File: src/rtl/m_exc_stage.sv
// M-stage address exception detector (AdEL/AdES) and the M->W exception pipeline register.
// Merges with earlier-stage codes and keeps a saturating count of exceptions delivered to W.
module m_exc_stage #(
  parameter logic [31:0]        DM_TOP        = 32'h0000_2fff,
  parameter int unsigned        NDEV          = 2,
  parameter logic [NDEV*32-1:0] DEV_BASE      = {32'h0000_7f10, 32'h0000_7f00},
  parameter int unsigned        DEV_RD_BYTES  = 12,
  parameter int unsigned        DEV_WR_BYTES  = 8,
  parameter bit                 DEV_WORD_ONLY = 1'b1,
  parameter bit                 PREV_FIRST    = 1'b1,
  parameter int unsigned        CNT_W         = 16
) (
  input  logic             clk,
  input  logic             reset,
  input  logic [31:0]      instr_m,
  input  logic [31:0]      addr,
  input  logic             addr_ovf,
  input  logic [4:0]       exccode_ml,
  input  logic [31:0]      pc_m,
  input  logic             bd_m,
  input  logic             stall,
  input  logic             flush,
  output logic [4:0]       exccode_mr,
  output logic             exc_w,
  output logic [4:0]       exccode_w,
  output logic [31:0]      epc_w,
  output logic             bd_w,
  output logic [31:0]      badvaddr_w,
  output logic [CNT_W-1:0] exc_cnt
);

  localparam logic [5:0] OpLw  = 6'h23;
  localparam logic [5:0] OpLh  = 6'h21;
  localparam logic [5:0] OpLhu = 6'h25;
  localparam logic [5:0] OpLb  = 6'h20;
  localparam logic [5:0] OpLbu = 6'h24;
  localparam logic [5:0] OpSw  = 6'h2b;
  localparam logic [5:0] OpSh  = 6'h29;
  localparam logic [5:0] OpSb  = 6'h28;

  localparam logic [4:0] ExcAdEL = 5'd4;
  localparam logic [4:0] ExcAdES = 5'd5;

  localparam logic [32:0] RdSpan = 33'(DEV_RD_BYTES) - 33'd1;
  localparam logic [32:0] WrSpan = 33'(DEV_WR_BYTES) - 33'd1;

  logic [5:0] op;
  logic       is_load, is_store, is_word, is_half;
  logic       rd_hit, wr_hit;
  logic       misalign, ld_fault, st_fault;
  logic [4:0] mfault;
  logic       sel_m;
  logic [32:0] addr33;

  logic unused_instr;
  assign unused_instr = ^instr_m[25:0];

  assign op     = instr_m[31:26];
  assign addr33 = {1'b0, addr};

  always_comb begin
    is_load  = 1'b0;
    is_store = 1'b0;
    is_word  = 1'b0;
    is_half  = 1'b0;
    case (op)
      OpLw:         begin is_load  = 1'b1; is_word = 1'b1; end
      OpLh, OpLhu:  begin is_load  = 1'b1; is_half = 1'b1; end
      OpLb, OpLbu:  is_load  = 1'b1;
      OpSw:         begin is_store = 1'b1; is_word = 1'b1; end
      OpSh:         begin is_store = 1'b1; is_half = 1'b1; end
      OpSb:         is_store = 1'b1;
      default:      ;
    endcase
  end

  // 33-bit compares so a window ending at the top of the address space cannot wrap.
  always_comb begin
    rd_hit = 1'b0;
    wr_hit = 1'b0;
    for (int i = 0; i < NDEV; i++) begin
      if ((addr33 >= {1'b0, DEV_BASE[32*i +: 32]}) &&
          (addr33 <= {1'b0, DEV_BASE[32*i +: 32]} + RdSpan)) begin
        rd_hit = 1'b1;
      end
      if ((addr33 >= {1'b0, DEV_BASE[32*i +: 32]}) &&
          (addr33 <= {1'b0, DEV_BASE[32*i +: 32]} + WrSpan)) begin
        wr_hit = 1'b1;
      end
    end
  end

  assign misalign = (is_word && (addr[1:0] != 2'b00)) || (is_half && addr[0]);

  assign ld_fault = is_load && (misalign || addr_ovf || ((addr > DM_TOP) && !rd_hit) ||
                                (DEV_WORD_ONLY && !is_word && rd_hit));
  assign st_fault = is_store && (misalign || addr_ovf || ((addr > DM_TOP) && !wr_hit) ||
                                 (DEV_WORD_ONLY && !is_word && wr_hit));

  always_comb begin
    mfault = 5'd0;
    if (ld_fault) begin
      mfault = ExcAdEL;
    end else if (st_fault) begin
      mfault = ExcAdES;
    end
  end

  // sel_m marks that the merged code came from this stage, which is what qualifies BadVAddr.
  always_comb begin
    if (PREV_FIRST) begin
      sel_m = (exccode_ml == 5'd0) && (mfault != 5'd0);
    end else begin
      sel_m = (mfault != 5'd0);
    end
    exccode_mr = sel_m ? mfault : exccode_ml;
  end

  logic             exc_q, exc_d;
  logic [4:0]       code_q, code_d;
  logic [31:0]      epc_q, epc_d;
  logic             bd_q, bd_d;
  logic [31:0]      bva_q, bva_d;
  logic [CNT_W-1:0] cnt_q, cnt_d;
  logic             load_en;

  assign load_en = !flush && !stall;

  always_comb begin
    exc_d  = exc_q;
    code_d = code_q;
    epc_d  = epc_q;
    bd_d   = bd_q;
    bva_d  = bva_q;
    cnt_d  = cnt_q;
    if (flush) begin
      exc_d  = 1'b0;
      code_d = 5'd0;
      epc_d  = 32'd0;
      bd_d   = 1'b0;
      bva_d  = 32'd0;
    end else if (!stall) begin
      exc_d  = (exccode_mr != 5'd0);
      code_d = exccode_mr;
      epc_d  = pc_m;
      bd_d   = bd_m;
      bva_d  = sel_m ? addr : 32'd0;
    end
    if (load_en && (exccode_mr != 5'd0) && (cnt_q != {CNT_W{1'b1}})) begin
      cnt_d = cnt_q + CNT_W'(1);
    end
  end

  always_ff @(posedge clk or negedge reset) begin
    if (!reset) begin
      exc_q  <= 1'b0;
      code_q <= 5'd0;
      epc_q  <= 32'd0;
      bd_q   <= 1'b0;
      bva_q  <= 32'd0;
      cnt_q  <= '0;
    end else begin
      exc_q  <= exc_d;
      code_q <= code_d;
      epc_q  <= epc_d;
      bd_q   <= bd_d;
      bva_q  <= bva_d;
      cnt_q  <= cnt_d;
    end
  end

  assign exc_w      = exc_q;
  assign exccode_w  = code_q;
  assign epc_w      = epc_q;
  assign bd_w       = bd_q;
  assign badvaddr_w = bva_q;
  assign exc_cnt    = cnt_q;

endmodule

File: config.mk
export PLATFORM = sky130hd
export DESIGN_NAME = m_exc_stage
export DESIGN_NICKNAME = d
export VERILOG_FILES = /design/src/rtl/m_exc_stage.sv
export SDC_FILE = /design/constraint.sdc
export NUM_CORES = 1
export LEC_CHECK = 0
export CELL_PAD_IN_SITES_DETAIL_PLACEMENT = 1
export CELL_PAD_IN_SITES_GLOBAL_PLACEMENT = 2
export CORE_MARGIN = 4
export CORE_UTILIZATION = 23
export DETAILED_ROUTE_END_ITERATION = 6
export PLACE_DENSITY = 0.76
export SYNTH_ARGS = -nofsm -noshare
export SYNTH_HDL_FRONTEND = slang
export SYNTH_SLANG_ARGS = --single-unit
File: constraint.sdc
create_clock -name clk -period 2.9 [get_ports clk]
set_input_delay 0.29 -clock clk [delete_from_list [all_inputs] [get_ports clk]]
set_output_delay 0.29 -clock clk [all_outputs]
set_load 0.02 [all_outputs]
==> results of run 1 <==
-- power groups by stage --
stage	clock network [mW]	logic (mW)	registers, mW
3_5_place_dp	0	0.675	1.40
2_1_floorplan	0	0.180	1.48
5_1_grt	1.20	0.725	1.39
6_report	1.09	0.669	1.38
3_3_place_gp	0	0.665	1.39
4_1_cts	1.14	0.682	1.38
-- stage by stage --
step	instances	utilization	hold WS, ns	power, mW
floorplan	326	-	-0.00559	1.66
global placement	722	0.360	0.458	2.06
detailed placement	722	0.360	0.480	2.07
CTS	738	0.377	0.237	3.20
global route	739	0.378	0.274	3.32
finish	739	0.378	0.159	3.14
-- sequential cells by signal, summed over array words and instances, names as in the netlist --
signal,count
exccode_w,5
exc_w,1
exc_cnt,16
bd_w,1
epc_w,32
badvaddr_w,32
-- path summary, 6_finish.rpt --
path                                              end                    from  cells past startpoint  slack [ns]
min reg2reg                    exc_cnt[5]$_DFFE_PN0P_  exc_cnt[5]$_DFFE_PN0P_                      1        0.49
min                        badvaddr_w[10]$_DFFE_PN0P_                   reset                      1        0.16
max reg2reg                    exc_cnt[1]$_DFFE_PN0P_  exc_cnt[6]$_DFFE_PN0P_                      7        0.65
max                                     exccode_mr[0]                 addr[9]                      8        0.12
min in group clk                    exc_w$_DFFE_PN0P_                   stall                      5        0.47
max in group asynchronous      exc_cnt[4]$_DFFE_PN0P_                   reset                      1        1.96
-- layer usage --
| layer | wire length [um] | vias up | track usage |
|---|---|---|---|
| li1 | - | 1548 | - |
| met1 | 5070 | 1661 | 0.156 |
| met4 | 210 | 2 | 0.0421 |
| met3 | 1000 | 13 | 0.0566 |
| met5 | 13 | - | 0 |
| met2 | 6190 | 100 | 0.234 |
-- final cells by class --
class / instances / area [um^2]
Clock buffer: 13 / 260
Antenna cell: 1 / 2.50
Tap cell: 220 / 275
Inverter: 5 / 18.8
Sequential cell: 87 / 2180
Timing Repair Buffer: 201 / 1940
Multi-Input combinational cell: 209 / 1530
Clock inverter: 3 / 17.5
Fill cell: 1832 / 10200
-- cells in the mapped netlist (all sizes together) (2+ instances only) --
library cell   n
and2b          2
nand3          7
a22o          32
dfrtp         87
and2           4
clkbuf        17
nor2          41
nand2         11
nor4           6
xor2          14
nor3          14
o21a           2
a31o           2
nand4          4
nor4b          2
and4           3
nor3b          2
nor2b          2
and3           3
mux2i         37
or3            3
buf            8
o21ai          3
inv            5
a21o           2
a211oi         2
-- logic make-up (layout without fill, tap and decap cells) --
group           count (synthesis)  after routing  share of synthesized area
fa+ha+maj                       1              1                    0.00325
xor+xnor                       14             14                     0.0319
simple gates                  106            106                      0.143
compound gates                 50             50                      0.115
flops                          87             87                      0.566
buf+inv                        30            222                     0.0420
mux                            38             38                     0.0993
other cells                     0              1                          0
-- repair_timing --
item                                   4_1_cts  5_1_grt
resized for setup                            2        5
buffers inserted                             0        0
setup endpoints to repair                    1        2
endpoints found under the hold margin        0        0
==> results.md, run 1 <==
* Status: finished, final reports clean
* Final GP Congestion at between 0.7 and 0.8
* Largest net degree at the start of global routing at 88
* Post-route cell area at around 6200 um^2
* Synthesis-to-finish area growth at 61.8%
* Clk buf depth at 2
* Yosys cell types at 47
* First DRT Iteration DRCs at 125
* Largest cells by area after synthesis: dfrtp_1 57%, mux2i_1 9.6%, a22o_1 7.1%
* Top cell type's share of synthesized area at 0.566
* Seq pwr share at 0.438
* CTS tree: done
* Post-Route WL at ~12000 um
* IO Port Bufs at approximately 170
* Max-cap viol count at 0
* CTS sink cnt at between 80 and 90
* Most frequent cells in the layout: 169 x clkdlybuf4s50_1, 87 x dfrtp_1, 40 x nor2_1
* Vias in the first global route at about 3800
* Post-Syn Area at roughly 3800 um^2
* Buf/Inv on CP at 2
* YS warnings at 0
* H-Tree Depth at 3
* Peak fanout along the critical path at 2
* Die Y at 137 um
* Worst Skew at between 0.006 and 0.007 ns
* Comb pwr share at 0.213
* Initial core utilization at 0.234
* Setup WS post-layout at ~0.12 ns
* Total CTS buffers at 9
* Dominant cell type by area after synthesis: dfrtp_1
* Sw Ratio at 0.278
* Async S/R FF share, synth at 1.00
* Worst-path cell chain: clkdlybuf4s50_1 > and4_1 > nand4_1 > or3_4 > nand2_1 > nand2_1 > a31o_2 > clkdlybuf4s50_1
* TNS Setup at 0 ns
* Syn_nets at between 400 and 500
* Die Wd at between 100 and 150 um
* Share of layout cells above drive strength 1 at 0.118
* Rows at 47
* Primary FF master, synth: dfrtp_1
* Rel. slew slack at 0.230
* IO Pins at roughly 200
* Clock power frac at 0.348
* Leakage at around 2.8 nW
* Post-layout minimum cycle time at about 2.8 ns
* Final hold viol count at 0
* Top delay family on crit path: buffers and inverters
* Worst setup EP type: output port
* Core Box Area at between 15000 and 20000 um^2
* Worst Path Required at approximately 2.6 ns
* CP arrival at 2.49 ns
* Routed WL per cell at ~17 um
* Pre-CTS setup slack at -0.269 ns
* All-Layer GR Usage at 0.137
* Detailed Place HPWL at just over 9000 um
* Highest clock rate at about 360 MHz
* Placed Area at around 5900 um^2
* Most common cell after layout, fill and taps aside: clkdlybuf4s50_1
* Final net count at slightly above 600
* Clock Tree Root: clkbuf_16
* Final Setup Violations at 0
* Crit start category: input pin
* Max Slew Vio Count at 0
* DR pass1 iterations at 5
* Post-route DRC violation count at 0
* Register area share after synthesis at 0.566
* Critical-path top delay cell: clkdlybuf4s50_1
* Syn Inst Count at between 300 and 400
* Clock slew at reported path FFs at 0.07 ns
* Syn_area_per_cell at 11.8 um^2
* Die Area at 18800 um^2
* Number of antenna-violating nets in the routed design at 0
* Vias/cell at around 4.5
* Peak supply drop at around 0.00024 V
* Vias post-DR at between 3000 and 4000
* Worst-Skew Late Latency at around 0.34 ns
* Crit share post-route at 0.959
* Initial antenna violation count at 2
* Psw at between 0.8 and 0.9 mW
* Power density over cell area at approximately 500 nW/um^2
* Internal power at between 2 and 2.5 mW
* Tightest Pin Transition at between 1 and 1.5 ns
* Setup CP Type: in2out
* Yosys reg bits at slightly below 90
* Hold/Removal Path Class: in2async
* Slowest stage delay, CP at around 0.58 ns
* Cts hold-fix bufs at 0
* RSZ-0062 raised after global routing: no
* Number of flops mapped to enable cells by yosys at 0
* Grt total ovfl at 0
* First-pass GRT wire length at between 20000 and 25000 um
Power figures use the tool's default switching activity.
==> inputs of run 2 (changes only) <==
--- a/config.mk
+++ b/config.mk
@@ -8,9 +8,9 @@
 export CELL_PAD_IN_SITES_DETAIL_PLACEMENT = 1
 export CELL_PAD_IN_SITES_GLOBAL_PLACEMENT = 2
 export CORE_MARGIN = 4
-export CORE_UTILIZATION = 23
+export CORE_UTILIZATION = 25
 export DETAILED_ROUTE_END_ITERATION = 6
-export PLACE_DENSITY = 0.76
+export PLACE_DENSITY = 0.81
 export SYNTH_ARGS = -nofsm -noshare
 export SYNTH_HDL_FRONTEND = slang
 export SYNTH_SLANG_ARGS = --single-unit
==> constraint.sdc (replaced) <==
create_clock -name clk -period 3.25 [get_ports clk]
set_input_delay 0.325 -clock clk [delete_from_list [all_inputs] [get_ports clk]]
set_output_delay 0.325 -clock clk [all_outputs]
set_load 0.02 [all_outputs]
==> results.md, run 2 (synthesis gave the netlist of run 1 again) <==
* Post-layout minimum cycle time at 2.87 ns
* IO Pins at 199 (unchanged)
* CTS sink cnt at 87 (unchanged)
* Number of antenna-violating nets in the routed design at 0 (unchanged)
* Routed WL per cell at 17.6 um (+4.4%)
* Detailed Place HPWL at 8880 um (-3.4%)
* Die Y at 132 um (-3.8%)
* Vias post-DR at 3199 (-3.8%)
* Grt total ovfl at 0 (unchanged)
* Initial core utilization at 0.254 (+0.0204)
* Peak supply drop at 0.000276 V (+14%)
* Layout Cells excl Fill at 686 (-7.2%)
* Hold_ws at -0.0241 ns (-0.183 ns)
* Hold/Removal Path Class: in2async
* Clock Tree Root: clkbuf_16
* Rel. slew slack at 0.557 (+0.328)
* Clk buf depth at 2 (unchanged)
* Final hold viol count at 13 (+13)
* Diodes inserted at 0 (-1)
* Worst Path Required at 2.92 ns (+0.31 ns)
* Comb pwr share at 0.197 (-0.016)
* Final net count at 603 (-2.9%)
* CTS tree: done
* Pre-CTS setup slack at -0.0458 ns (+0.223 ns)
* Met2 Routed Length at 5820 um (-6.1%)
* RSZ-0062 raised after global routing: no
* Sw Ratio at 0.265 (-0.0131)
* Worst-Skew Late Latency at 0.34 ns (about the same)
* First-pass GRT wire length at 19800 um (-2.1%)
* Cts hold-fix bufs at 0 (unchanged)
* Rows at 45 (-4.3%)
* Clock slew at reported path FFs at 0.06 ns (about the same)
* Routed length on met1 at 5020 um (-0.95%)
* Leakage at 2.72 nW (-2.3%)
* Die Wd at 132 um (-3.8%)
* Max Slew Vio Count at 0 (unchanged)
* Most common cell after layout, fill and taps aside: clkdlybuf4s50_1
* CP arrival at 2.55 ns (+0.06 ns)
* Post-Route WL at 12100 um (-3.1%)
* Final Setup Violations at 0 (unchanged)
* Worst Skew at 0.00470 ns (-0.00220 ns)
* IO Port Bufs at 172 (unchanged)
* Vias/cell at 4.66 (+3.7%)
* Final GP Congestion at 0.734 (-1.4%)
* Crit share post-route at 0.884
* Core Util, Final at 0.402 (+0.0239)
* Total CTS buffers at 9 (unchanged)
* Initial antenna violation count at 1 (-1)
* Setup WS post-layout at 0.378 ns (+0.260 ns)
* Clock power frac at 0.385 (+0.037)
* Setup bufs post-CTS at 0 (unchanged)
* Seq pwr share at 0.418 (-0.020)
* Crit start category: input pin
* Most frequent cells in the layout: 169 x clkdlybuf4s50_1, 87 x dfrtp_1, 40 x nor2_1
* Max-cap viol count at 0 (unchanged)
* H-Tree Depth at 3 (unchanged)
* DR pass1 iterations at 4 (-1)
* Highest clock rate at ~350 MHz
* Met3 routed WL at 1130 um (+13%)
* Die Area at 17400 um^2 (-7.5%)
* Status: finished, violations left
* Setup CP Type: in2out
* Synthesis-to-finish area growth at 58.2%
* Inst Count DP at 672 (-6.9%)
* Peak fanout along the critical path at 4 (+2)
* Post-route DRC violation count at 0 (unchanged)
* Core Box Area at 15100 um^2 (-8.0%)
* Vias in the first global route at 3502 (-8.9%)
* All-Layer GR Usage at 0.141 (+0.00408)
* Top layer reached by signal wires: met5
* Tightest Pin Transition at 0.664 ns (-0.492 ns)
* Psw at 0.777 mW (-11%)
* Worst setup EP type: output port
* Share of layout cells above drive strength 1 at 0.0843 (-0.0334)
* First DRT Iteration DRCs at 103 (-18%)
* Power density over cell area at 482 nW/um^2 (-4.4%)
* Largest net degree at the start of global routing at 88 (unchanged)
* Internal power at 2.16 mW (-4.8%)
* Violated checks: negative hold slack
run 2: cell count changes in the layout (fill, tap and decap cells not counted), moves of 2 or more:
cell	change
clkbuf_1	-2
buf_4	-18
clkinv_2	-2
bufinv_16	+2
run 2: power by group through the flow:
| stage | sequential, mW | clock (mW) | combinational [mW] |
|---|---|---|---|
| after CTS | 1.23 | 1.17 | 0.590 |
| final | 1.23 | 1.13 | 0.578 |
| after global placement | 1.24 | 0 | 0.575 |
| after detailed placement | 1.25 | 0 | 0.585 |
| after floorplan | 1.32 | 0 | 0.161 |
| after global routing | 1.24 | 1.22 | 0.624 |
run 2: worst paths after layout:
kind	start	endpoint	slack, ns	cells past startpoint
setup / recovery	instr_m[26]	exccode_mr[0]	0.38	8
hold / removal	reset	badvaddr_w[20]$_DFFE_PN0P_	-0.02	2
setup reg to reg	exc_cnt[6]$_DFFE_PN0P_	exc_cnt[1]$_DFFE_PN0P_	0.97	7
hold reg to reg	exc_w$_DFFE_PN0P_	exc_w$_DFFE_PN0P_	0.49	2
max in group asynchronous	reset	epc_w[11]$_DFFE_PN0P_	2.81	2
min in group clk	exc_w$_DFFE_PN0P_	exc_w$_DFFE_PN0P_	0.49	2
run 2: critical path, stage by stage:
cell             delay [ns]
clkdlybuf4s50_1        0.51
and2b_1                0.22
nand4_1                0.14
or3_4                  0.40
nand2_1                0.07
nand2_1                0.05
a31o_2                 0.26
clkdlybuf4s50_1        0.56
run 2: final cells by class:
class | count | area, um^2
Clock buffer | 11 | 253
Clock inverter | 3 | 67.6
Fill cell | 1624 | 9060
Inverter | 5 | 18.8
Multi-Input combinational cell | 209 | 1520
Sequential cell | 87 | 2180
Tap cell | 188 | 235
Timing Repair Buffer | 183 | 1810
run 2: per-layer routing:
metal	track usage	vias up
met5	0	-
met4	0.0309	2
met3	0.0733	11
met2	0.229	107
met1	0.167	1585
li1	-	1494
run 2: what timing repair did:
action,CTS,global route
endpoints found under the setup margin,1,1
pin swaps,0,0
endpoints found under the hold margin,0,0
resized for setup,1,2
run 2: through the flow:
stage / power (mW) / cell area, um^2 / hold WS (ns) / setup TNS, ns
CTS: 2.99 / 6080 / 0.0348 / 0
floorplan: 1.48 / 3840 / 0.0294 / 0
detailed placement: 1.83 / 5750 / 0.410 / -0.0458
global route: 3.08 / 6080 / 0.0552 / 0
finish: 2.93 / 6080 / -0.0241 / 0
global placement: 1.82 / 5750 / 0.407 / 0
==> inputs of run 3 (changes only) <==
--- a/config.mk
+++ b/config.mk
@@ -10,7 +10,9 @@
 export CORE_MARGIN = 4
 export CORE_UTILIZATION = 25
 export DETAILED_ROUTE_END_ITERATION = 6
+export HOLD_SLACK_MARGIN = 0.05
 export PLACE_DENSITY = 0.81
+export SLEW_MARGIN = 0
 export SYNTH_ARGS = -nofsm -noshare
 export SYNTH_HDL_FRONTEND = slang
 export SYNTH_SLANG_ARGS = --single-unit
==> results.md, run 3 (synthesis gave the netlist of run 1 again) <==
* Final hold viol count at 0 (-13)
* Final net count at 604 (+0.17%)
* Core Box Area at 15100 um^2 (unchanged)
* Clock slew at reported path FFs at 0.06 ns (about the same)
* Reg-to-Reg Start: exc_cnt[6]$_DFFE_PN0P_
* Most frequent cells in the layout: 169 x clkdlybuf4s50_1, 87 x dfrtp_1, 40 x nor2_1
* Clk buf depth at 2 (unchanged)
* RSZ-0062 raised after global routing: no
* Largest net degree at the start of global routing at 88 (unchanged)
* Met2 Use GR at 0.229 (unchanged)
* H-Tree Depth at 3 (unchanged)
* Met3 Track Usage GR at 0.0733 (unchanged)
* Hold Crit Start: exc_w$_DFFE_PN0P_
* Initial antenna violation count at 1 (unchanged)
* Crit share post-route at 0.884 (unchanged)
* Final Setup Violations at 0 (unchanged)
* First DRT Iteration DRCs at 103 (unchanged)
* Routed WL per cell at 17.6 um (-0.16%)
* Post-Route WL at 12100 um (about the same)
* Die Y at 132 um (unchanged)
* Crit path launch: instr_m[26]
* Buf/Inv on CP at 2 (unchanged)
* Clock Tree Root: clkbuf_16
* IO Pins at 199 (unchanged)
* Setup WS post-layout at 0.378 ns (unchanged)
* Highest clock rate at 348 MHz (unchanged)
* Post-route DRC violation count at 0 (unchanged)
* Worst-Skew Late Latency at 0.34 ns (about the same)
* Initial core utilization at 0.254 (unchanged)
* Total CTS buffers at 9 (unchanged)
* Worst Skew at 0.00593 ns (+0.00123 ns)
* Synthesis-to-finish area growth at 58.5%
* First-pass GRT wire length at 19800 um (unchanged)
* Post-layout minimum cycle time at 2.87 ns (unchanged)
* Slowest stage delay, CP at 0.56 ns (about the same)
* Core Util, Final at 0.402 (+0.000661)
* Max-cap viol count at 0 (unchanged)
* Crit start category: input pin
* Layout Cells excl Fill at 687 (+0.15%)
* Leakage at 2.72 nW (+0.15%)
* Vias/cell at 4.65 (-0.27%)
* Setup bufs post-CTS at 0 (unchanged)
* Peak supply drop at 0.000276 V (about the same)
* Diodes inserted at 0 (unchanged)
* Tightest Pin Transition at 0.664 ns (-0.000180 ns)
* Worst Path Required at 2.92 ns (about the same)
* GR met1 Demand/Resource at 0.167 (unchanged)
* All-Layer GR Usage at 0.141 (unchanged)
* Placed Area at 5750 um^2 (unchanged)
* Most common cell after layout, fill and taps aside: clkdlybuf4s50_1
* Share of layout cells above drive strength 1 at 0.0842 (-0.000169)
* Vias post-DR at 3195 (-0.13%)
* Rel. slew slack at 0.557 (about the same)
* Worst setup EP type: output port
* Hold/Removal Path Class: reg2reg
* Pre-CTS setup slack at -0.0458 ns (unchanged)
* TNS Setup at 0 ns (unchanged)
* Setup CP Type: in2out
* Rows at 45 (unchanged)
* Critical-path top delay cell: clkdlybuf4s50_1
* CTS sink cnt at 87 (unchanged)
* CTS tree: done
* Peak fanout along the critical path at 4 (unchanged)
* Number of antenna-violating nets in the routed design at 0 (unchanged)
* Post-route cell area at 6090 um^2 (+0.16%)
* DR pass1 iterations at 4 (unchanged)
* Grt total ovfl at 0 (unchanged)
* Inst Count DP at 672 (unchanged)
* Power density over cell area at 482 nW/um^2 (-0.13%)
* Die Area at 17400 um^2 (unchanged)
* Final GP Congestion at 0.734 (unchanged)
* GRT busiest layer: met2
* CP arrival at 2.55 ns (about the same)
* Worst-path cell chain: clkdlybuf4s50_1 > and2b_1 > nand4_1 > or3_4 > nand2_1 > nand2_1 > a31o_2 > clkdlybuf4s50_1
* Top delay family on crit path: buffers and inverters
* Vias in the first global route at 3502 (unchanged)
* Status: finished, final reports clean
* Die Wd at 132 um (unchanged)
* Detailed Place HPWL at 8880 um (unchanged)
* IO Port Bufs at 172 (unchanged)
* Max Slew Vio Count at 0 (unchanged)
-- run 3: cell types whose count changed in the layout (fill, tap and decap cells not counted), sizes merged --
cell,before,now
dlygate4sd3,0,1
-- run 3: final timing paths --
check / depth (start not counted) / slack [ns] / end
worst max-delay path: 8 / 0.38 / exccode_mr[0]
worst min-delay path: 2 / 0.49 / exc_w$_DFFE_PN0P_
worst max register to register: 7 / 0.98 / exc_cnt[1]$_DFFE_PN0P_
worst min register to register: 2 / 0.49 / exc_w$_DFFE_PN0P_
max in group asynchronous: 3 / 2.27 / epc_w[11]$_DFFE_PN0P_
min in group asynchronous: 3 / 0.52 / badvaddr_w[20]$_DFFE_PN0P_
-- run 3: timing repair --
| action | in CTS | in global routing |
|---|---|---|
| hold buffers | 1 | 0 |
| endpoints found under the setup margin | 1 | 1 |
| endpoints found under the hold margin | 37 | 0 |
| resized for setup | 1 | 2 |
-- run 3: area by class of cell --
type / count / area (um^2)
clock buffers: 11 / 253
multi-input cells: 209 / 1520
fillers: 1623 / 9050
clock inverters: 3 / 67.6
inverters: 5 / 18.8
well taps: 188 / 235
flip-flops and latches: 87 / 2180
repair buffers: 184 / 1820
-- run 3: power breakdown --
group	leakage, nW	switching (mW)	total [mW]	internal, mW
clock	0.154	0.422	1.13	0.707
combinational	1.40	0.283	0.578	0.296
sequential	1.17	0.0728	1.23	1.16
total	2.72	0.777	2.93	2.16
-- run 3: metrics by stage --
stage               power (mW)  hold slack, ns
global route              3.08           0.518
floorplan                 1.48          0.0294
CTS                       2.99           0.492
global placement          1.82           0.407
detailed placement        1.83           0.410
finish                    2.93           0.487
-- run 3: worst reg2reg max path, stage by stage (launching register included) --
cell and delay, ns:
dfrtp_1 0.42, and3_1 0.20, and2_1 0.18, nand3_1 0.13
nor2_1 0.24, and4_1 0.60, nor2_2 0.12, mux2_2 0.29
-- run 3: layer usage --
| metal | vias up | wire length, um |
|---|---|---|
| met4 | 2 | 120 |
| met2 | 105 | 5810 |
| li1 | 1497 | - |
| met5 | - | 13 |
| met1 | 1580 | 5030 |
| met3 | 11 | 1130 |
